===== src/rtl/alu_op_sequencer.sv =====
// rtl/alu_op_sequencer.sv - request FIFO and issue/response sequencer for the 8-bit ALU
//
// Purpose:
//   Accepts {ctrl, x, y} operation requests over a valid/ready handshake and
//   queues them in a DEPTH-entry FIFO. Issues one operation at a time on
//   registered ALU operand/opcode ports, captures the combinational ALU
//   response one cycle later, and holds it on a valid/ready result port.
//
// Ports:
//   clk, rst_n            clock (rising edge), asynchronous active-low reset
//   req_valid/req_ready   request handshake
//   req_ctrl/x/y          request opcode and operands
//   alu_ctrl/x/y          registered opcode/operands driven to the ALU
//   alu_out, alu_carry    combinational ALU response
//   res_valid/res_ready   result handshake
//   res_out/carry/err     captured result, carry, illegal-opcode flag
//   busy                  FIFO non-empty or sequencer not idle
//   op_count              completed results, modulo 256

module alu_op_sequencer #(
  parameter int DEPTH = 4
) (
  input  logic       clk,
  input  logic       rst_n,
  input  logic       req_valid,
  output logic       req_ready,
  input  logic [3:0] req_ctrl,
  input  logic [7:0] req_x,
  input  logic [7:0] req_y,
  output logic [3:0] alu_ctrl,
  output logic [7:0] alu_x,
  output logic [7:0] alu_y,
  input  logic [7:0] alu_out,
  input  logic       alu_carry,
  output logic       res_valid,
  input  logic       res_ready,
  output logic [7:0] res_out,
  output logic       res_carry,
  output logic       res_err,
  output logic       busy,
  output logic [7:0] op_count
);

  localparam int AW = (DEPTH > 1) ? $clog2(DEPTH) : 1;
  localparam logic [AW:0] DEPTH_C = (AW+1)'(DEPTH);
  localparam logic [3:0] LAST_LEGAL_OP = 4'd12;  // EQ; 13..15 are illegal

  typedef enum logic [1:0] {
    S_IDLE  = 2'd0,
    S_ISSUE = 2'd1,
    S_RESP  = 2'd2
  } state_e;

  state_e state_q, state_d;

  // FIFO storage: {ctrl, x, y}
  logic [19:0]   mem_q [DEPTH];
  logic [AW-1:0] wr_ptr_q, wr_ptr_d;
  logic [AW-1:0] rd_ptr_q, rd_ptr_d;
  logic [AW:0]   count_q, count_d;
  logic [19:0]   head;

  logic [3:0] alu_ctrl_q, alu_ctrl_d;
  logic [7:0] alu_x_q, alu_x_d;
  logic [7:0] alu_y_q, alu_y_d;
  logic       res_valid_q, res_valid_d;
  logic [7:0] res_out_q, res_out_d;
  logic       res_carry_q, res_carry_d;
  logic       res_err_q, res_err_d;
  logic [7:0] op_count_q, op_count_d;

  logic push, pop, capture, done, fifo_empty, illegal;

  // Readiness uses the registered count only, so a full FIFO refuses a push
  // even if a pop happens on the same edge.
  assign req_ready  = (count_q < DEPTH_C);
  assign push       = req_valid && req_ready;
  assign fifo_empty = (count_q == '0);
  assign head       = mem_q[rd_ptr_q];
  assign illegal    = (alu_ctrl_q > LAST_LEGAL_OP);

  // FSM next state and control strobes
  always_comb begin
    state_d = state_q;
    pop     = 1'b0;
    capture = 1'b0;
    done    = 1'b0;
    case (state_q)
      S_IDLE: begin
        if (!fifo_empty) begin
          pop     = 1'b1;
          state_d = S_ISSUE;
        end
      end
      S_ISSUE: begin
        // alu_* has been stable for a full cycle; sample the response now.
        capture = 1'b1;
        state_d = S_RESP;
      end
      S_RESP: begin
        if (res_ready) begin
          done = 1'b1;
          if (!fifo_empty) begin
            pop     = 1'b1;
            state_d = S_ISSUE;
          end else begin
            state_d = S_IDLE;
          end
        end
      end
      default: state_d = S_IDLE;
    endcase
  end

  // FIFO pointer and occupancy update
  always_comb begin
    wr_ptr_d = wr_ptr_q;
    rd_ptr_d = rd_ptr_q;
    count_d  = count_q;
    if (push) wr_ptr_d = wr_ptr_q + 1'b1;
    if (pop)  rd_ptr_d = rd_ptr_q + 1'b1;
    case ({push, pop})
      2'b10:   count_d = count_q + 1'b1;
      2'b01:   count_d = count_q - 1'b1;
      default: count_d = count_q;
    endcase
  end

  // Datapath next state: ALU operand registers hold their last values
  // between issues; result registers hold until the next capture.
  always_comb begin
    alu_ctrl_d  = alu_ctrl_q;
    alu_x_d     = alu_x_q;
    alu_y_d     = alu_y_q;
    res_out_d   = res_out_q;
    res_carry_d = res_carry_q;
    res_err_d   = res_err_q;
    op_count_d  = op_count_q;
    res_valid_d = (state_d == S_RESP);

    if (pop) begin
      alu_ctrl_d = head[19:16];
      alu_x_d    = head[15:8];
      alu_y_d    = head[7:0];
    end

    if (capture) begin
      if (illegal) begin
        res_out_d   = 8'h00;
        res_carry_d = 1'b0;
        res_err_d   = 1'b1;
      end else begin
        res_out_d   = alu_out;
        res_carry_d = alu_carry;
        res_err_d   = 1'b0;
      end
    end

    if (done) op_count_d = op_count_q + 8'd1;
  end

  // Storage array is not reset: entries are only read after being written,
  // and reset empties the FIFO through the pointers and count.
  always_ff @(posedge clk) begin
    if (push) mem_q[wr_ptr_q] <= {req_ctrl, req_x, req_y};
  end

  always_ff @(posedge clk or negedge rst_n) begin
    if (!rst_n) begin
      state_q     <= S_IDLE;
      wr_ptr_q    <= '0;
      rd_ptr_q    <= '0;
      count_q     <= '0;
      alu_ctrl_q  <= 4'h0;
      alu_x_q     <= 8'h00;
      alu_y_q     <= 8'h00;
      res_valid_q <= 1'b0;
      res_out_q   <= 8'h00;
      res_carry_q <= 1'b0;
      res_err_q   <= 1'b0;
      op_count_q  <= 8'h00;
    end else begin
      state_q     <= state_d;
      wr_ptr_q    <= wr_ptr_d;
      rd_ptr_q    <= rd_ptr_d;
      count_q     <= count_d;
      alu_ctrl_q  <= alu_ctrl_d;
      alu_x_q     <= alu_x_d;
      alu_y_q     <= alu_y_d;
      res_valid_q <= res_valid_d;
      res_out_q   <= res_out_d;
      res_carry_q <= res_carry_d;
      res_err_q   <= res_err_d;
      op_count_q  <= op_count_d;
    end
  end

  assign busy      = !fifo_empty || (state_q != S_IDLE);
  assign alu_ctrl  = alu_ctrl_q;
  assign alu_x     = alu_x_q;
  assign alu_y     = alu_y_q;
  assign res_valid = res_valid_q;
  assign res_out   = res_out_q;
  assign res_carry = res_carry_q;
  assign res_err   = res_err_q;
  assign op_count  = op_count_q;

endmodule


===== config.mk =====
export PLATFORM = sky130hd
export DESIGN_NAME = alu_op_sequencer
export DESIGN_NICKNAME = d
export VERILOG_FILES = /design/src/rtl/alu_op_sequencer.sv
export SDC_FILE = /design/constraint.sdc
export NUM_CORES = 1
export LEC_CHECK = 0
export BUFFER_PORTS_ARGS = -buffer_cell sky130_fd_sc_hd__buf_4
export CAP_MARGIN = 20
export CELL_PAD_IN_SITES_DETAIL_PLACEMENT = 0
export CELL_PAD_IN_SITES_GLOBAL_PLACEMENT = 1
export CORE_ASPECT_RATIO = 2
export CORE_MARGIN = 1
export CORE_UTILIZATION = 50
export CTS_BUF_LIST = sky130_fd_sc_hd__clkbuf_8
export DETAILED_ROUTE_END_ITERATION = 10
export PLACE_DENSITY_LB_ADDON = 0.1
export SLEW_MARGIN = 20
export SYNTH_ARGS = -nofsm -noshare
export SYNTH_HDL_FRONTEND = slang
export SYNTH_SLANG_ARGS = --single-unit

===== constraint.sdc =====
create_clock -name clk -period 2.6 [get_ports clk]
set_clock_uncertainty 0.1 [all_clocks]
set_input_delay 0.13 -clock clk [delete_from_list [all_inputs] [get_ports clk]]
set_output_delay 0.13 -clock clk [all_outputs]
set_load 0.05 [all_outputs]

Word-level counts from Yosys, hierarchy flattened
Memories as Yosys holds them, arrays and structs flattened. A register that Yosys moved wholly into a read port is not among the register bits.
Cells that the tools add are included.
{"block": "op_classes", "addsub": 5, "magnitude_cmp": 2, "eq_ne": 5, "n_mux": 16, "reduce_logical": 8}
{"operator": "$mux W1", "n": 10}
{"operator": "$add A8 B1 Y8 const B", "n": 1}
{"operator": "$mux W8", "n": 1}
{"operator": "$eq A2 B2 Y1 const B", "n": 3}
{"operator": "$pmux W2 S3", "n": 1}
{"operator": "$pmux W3 S2", "n": 1}
{"operator": "$add A2 B1 Y2 const B", "n": 2}
{"operator": "$eq A2 B1 Y1 const B", "n": 2}
{"operator": "$gt A4 B4 Y1 const B", "n": 1}
{"operator": "$mux W2", "n": 2}
{"operator": "$reduce_bool A2 Y1", "n": 2}
{"operator": "$add A3 B1 Y3 const B", "n": 1}
{"operator": "$logic_not A3 Y1", "n": 1}
{"operator": "$lt A3 B3 Y1 const B", "n": 1}
{"operator": "$sub A3 B1 Y3 const B", "n": 1}
{"operator": "$logic_not A1 Y1", "n": 2}
{"operator": "$logic_not A2 Y1", "n": 1}
{"operator": "$pmux W1 S2", "n": 1}
{"operator": "$logic_and A1 B1 Y1", "n": 1}
{"operator": "$logic_or A1 B1 Y1", "n": 1}
{"block": "word_totals", "register_bits": 28, "ram_bits": 80, "inputBits": 33, "elab_cells": 46, "n_memories": 1}
{"memory": "mem_q", "words": 4, "width": 20, "rd": 1, "rd_ports_with_merged_regs": 1, "write_ports": 1, "line": "57", "source": "logic [19:0] mem_q [DEPTH];"}

Depth between registers and ports, before layout
{"block": "depth", "ltp_word": 6, "ltp_mapped": 9, "mapped_depth_nobuf": 8}

Worst setup path after synthesis
No wires, ideal clock.
{"block": "synth_path", "path_kind": "register to register", "start": "reg state_q[1]", "end": "reg count_q[2]", "setup_time_ps": 139, "arrival_time_ps": 1873, "setup_slack_ps": 488, "stages_incl_launch_ff": 10, "cell_sequence": "dfrtp_1 -> nor2b_2 -> nor3_4 -> buf_6 -> ha_1 -> inv_1 -> fa_1 -> xor2_1 -> nor2_1 -> xnor2_1"}
{"block": "synth_between", "elab_chain_cells": 4, "word_cells_on_any_way": 7}
{"item": "start: declaration", "line": "54", "source": "state_e state_q, state_d;"}
{"item": "start signal: assignment", "line": "183", "source": "state_q <= state_d;"}
{"item": "$eq A2 B2 Y1 / $logic_not A2 Y1 (equally long branches)", "line": "88", "source": "case (state_q)"}
{"item": "$pmux W1 S2 *", "line": "88"}
{"item": "named net pop", "line": "72", "source": "logic push, pop, capture, done, fifo_empty, illegal;"}
{"item": "$eq A2 B1 Y1 / $eq A2 B2 Y1 (equally long branches)", "line": "122", "source": "case ({push, pop})"}
{"item": "$pmux W3 S2 / $reduce_bool A2 Y1 (equally long branches)"}
{"item": "end signal: assignment", "line": "186", "source": "count_q <= count_d;"}
{"item": "end: declaration", "line": "60", "source": "logic [AW:0] count_q, count_d;"}
The timed path passes the listed nets; every way through them passes the cells marked *.
A chain may end at the register's enable or synchronous reset.

Final worst setup path
{"block": "layout_path", "start": "reg count_q[2]", "end": "mem mem_q[1][18], enable pin"}
{"block": "layout_between", "elab_chain_cells": 4}
{"item": "$lt A3 B3 Y1", "line": "76", "source": "assign req_ready = (count_q < DEPTH_C);"}
{"item": "$logic_and A1 B1 Y1", "line": "77", "source": "assign push = req_valid && req_ready;"}
{"item": "$mux W1", "line": "165", "source": "if (push) mem_q[wr_ptr_q] <= {req_ctrl, req_x, req_y};"}
{"item": "$mux W1 (implied by the code)", "line": "165"}
{"item": "end: declaration", "line": "57"}
Every way passes these cells.

==> reports/qor.txt <==
Status: completed
Worst endpoint required time: 2620 ps
Final setup violation count: 0
RR Startpoint: count_q[2]
Largest net degree at the start of global routing: 49
CP max FO: 9
Global-route wire length before repair: 13700 um
Cell Area, Synth: 4980 sq um
Ports: 74
Die Wd: 72.6 um
DR DRC count: 0
Crit path launch: count_q[2]
Vias in the first global route: 2730
Antenna-violating nets left: 0
Critical Path AT: 2040 ps
Final worst-path cycle share: 78.0%
Core ar.: 9700 sq um
Inserted Diodes: 0
Place WS: 578 ps
Ys flop type: edfxtp_1
Max-slew violations: 0
Yosys reg bits: 128
DIE AREA: 10400 sq um
Ys async rst share: 37.5%
Final WL: 8570 um
Post-synth top area cell: edfxtp_1
CTS clk-pin slew, worst paths: 70 ps
Clock sink count: 128
Share of layout cells above drive strength 1: 40.6%
Worst-margin pin slew: 643 ps
Nets: 416
Iteration-0 DRC Markers: 98
DRT Pass-1 Iters: 4
Max-cap violation count: 0
Setup WS post-layout: 572 ps
CP Buf/Inv Count: 1
Antenna violations before repair: 0
CP endpoint kind: flip-flop
Delay-heaviest family, CP: simple AND/OR/NAND/NOR gates
Port Buffers: 73
Dpl cell area: 5730 sq um
Syn Nets: 292
Distinct cells, synth: 36
Setup Crit Path Kind: reg2reg
Setup TNS: 0 ps
RSZ-0062 raised after global routing: false
Post-synth EDFFs: 80
Hold path endpoint: wr_ptr_q[0]
Die H: 143 um
Sequential share of the synthesized area: 72.4%
Post CTS Setup Buffer Count: 0
Hold path startpoint: req_valid
Worst path max stage delay: 490 ps
P per Cell Area: 1270 nW/um^2
Syn avg cell area: 19.8 sq um
Share of the synthesized area in the top cell type: 48.3%
CTS Buffer Depth: 2
Fmax: 493 MHz
Flop-to-flop setup slack: 570 ps
Routed len/inst: 16.4 um
Total gr overflow: 0
Post-route cell area: 6430 sq um
Clock Tree Root: clkbuf_8
Vias/cell: 5.02
TritonCTS buffer count: 17
CP max-delay cell: and2_1
Area grow syn2layout: 29.2%
Row count: 51
Cells along the critical path: nor2b_1 > and2_1 > buf_4
Mapped Cells: 252
Post-DP HPWL: 5450 um
Gr usage total: 18.8%
Worst-skew pair later-pin latency: 420 ps
Area contributors post-synth: edfxtp_1 48%, dfrtp_1 24%, mux4_2 8.1%, mux2_4 5.4%, a22o_1 1.6%
GPL Wtd Cong: 0.724
Post-CTS Resized: 0
Worst hold path type: in2reg
Leak: 0.00260 uW
RR Endpoint: mem_q[1][18]
Worst R2R Path Depth: 3
Final core utilization: 66.3%
CTS tree: yes
Period minus WS final: 2030 ps
Hold slack final: 118 ps
Syn. warnings: 0
Hold depth: 3
Slew margin rel.: 57.1%
Via count: 2617
Final Hold Violating Endpoints: 0
Setup crit start kind: flip-flop
Peak supply drop: 0.970 mV
# fillers: 730
CTS H-tree depth: 4
Initial core utilization: 51.3%
[how the worst max path moves through the flow]
| stage | endpoint | slack [ps] | cells after the start |
|---|---|---|---|
| after detailed placement | mem_q[1][10] | 580 | 3 |
| after floorplan | count_q[2] | 490 | 9 |
| after global placement | mem_q[1][10] | 620 | 3 |
| after global routing | mem_q[1][18] | 390 | 3 |
| final | mem_q[1][18] | 570 | 3 |
| after CTS | mem_q[1][18] | 550 | 3 |
[placed cells by master (no fill, tap or decap), types with 2 or more instances in the layout]
master         synthesis  layout
mux4_1                 2       2
mux2_4                18      18
xor2_1                 6       6
clkbuf_8               0      17
ha_1                   6       6
dlygate4sd3_1          0      31
and2_1                 4       4
clkinv_4               0       4
nand3_1                2       2
buf_12                 0       2
bufinv_16              0       2
nor2_1                 3       3
mux4_2                18      18
inv_6                  0       4
buf_4                  1      80
nor3_1                 3       3
xnor2_1                7       7
inv_1                  9       9
dfrtp_1               48      48
clkinv_2               0       3
edfxtp_1              80      80
clkinvlp_4             0       2
nand2_1                8       8
o21ai_0                3       3
mux2_2                 2       2
a22o_1                 9       9
[cell families after synthesis]
logic type	count (synthesis)	synth area share [%]
buf+inv	17	1.81
fa+ha+maj	7	1.91
xor+xnor	13	2.29
flops	128	72.4
mux	41	15.3
simple gates	32	4.07
compound gates	14	2.24
[where the power goes]
| group | internal, uW | switching (uW) |
|---|---|---|
| combinational | 1520 | 1990 |
| sequential | 2720 | 319 |
| clock | 862 | 786 |
| total | 5090 | 3090 |
[cell type report]
type / count / area, sq um / share of cell area [%]
repair buffers: 113 / 951 / 14.8
clock inverters: 15 / 160 / 2.49
flip-flops and latches: 128 / 3600 / 56.0
inverters: 9 / 33.8 / 0.525
well taps: 132 / 165 / 2.57
multi-input cells: 107 / 1280 / 20.0
clock buffers: 17 / 234 / 3.64
[synthesized netlist by cell type (2+ instances only)]
| cell type | count |
|---|---|
| nand2_1 | 8 |
| mux2_4 | 18 |
| mux2_2 | 2 |
| o21ai_0 | 3 |
| inv_1 | 9 |
| ha_1 | 6 |
| mux4_1 | 2 |
| nor2_1 | 3 |
| and2_1 | 4 |
| a22o_1 | 9 |
| clkbuf_1 | 4 |
| edfxtp_1 | 80 |
| nand3_1 | 2 |
| xor2_1 | 6 |
| mux4_2 | 18 |
| buf_6 | 3 |
| nor3_1 | 3 |
| xnor2_1 | 7 |
| dfrtp_1 | 48 |
[registers in the layout (all words and copies together), names as in the netlist, 3 cells and up]
name and count:
res_out 8, alu_x 8, count_q 3, op_count 8
alu_ctrl 4, alu_y 8, mem_q 80
[stage by stage]
stage / cells / power (uW)
floorplan: 252 / 5630
global placement: 458 / 6520
detailed placement: 458 / 6580
CTS: 521 / 8300
global route: 521 / 8610
finish: 521 / 8190
[metal layers]
metal  wire length [um]  share of wire (%)  track usage, %  up-vias
met5                  0                  0               0        -
met4                140                1.6            8.36        0
met3                293                3.4            5.08       14
met2               4880                 57            33.9       62
met1               3250                 38            20.1     1329
li1                   -                  -               -     1212
[worst min-delay path: cells and delay by family]
family	cells	cell delay [ps]
buffers and inverters	1	110
XOR/XNOR	1	150
AND/OR/NAND/NOR	1	200
[timing repair]
item,in CTS,in global routing
endpoints found under the hold margin,142,0
hold buffers,31,0
setup endpoints to repair,0,0
(Power assumes the default switching activity.)
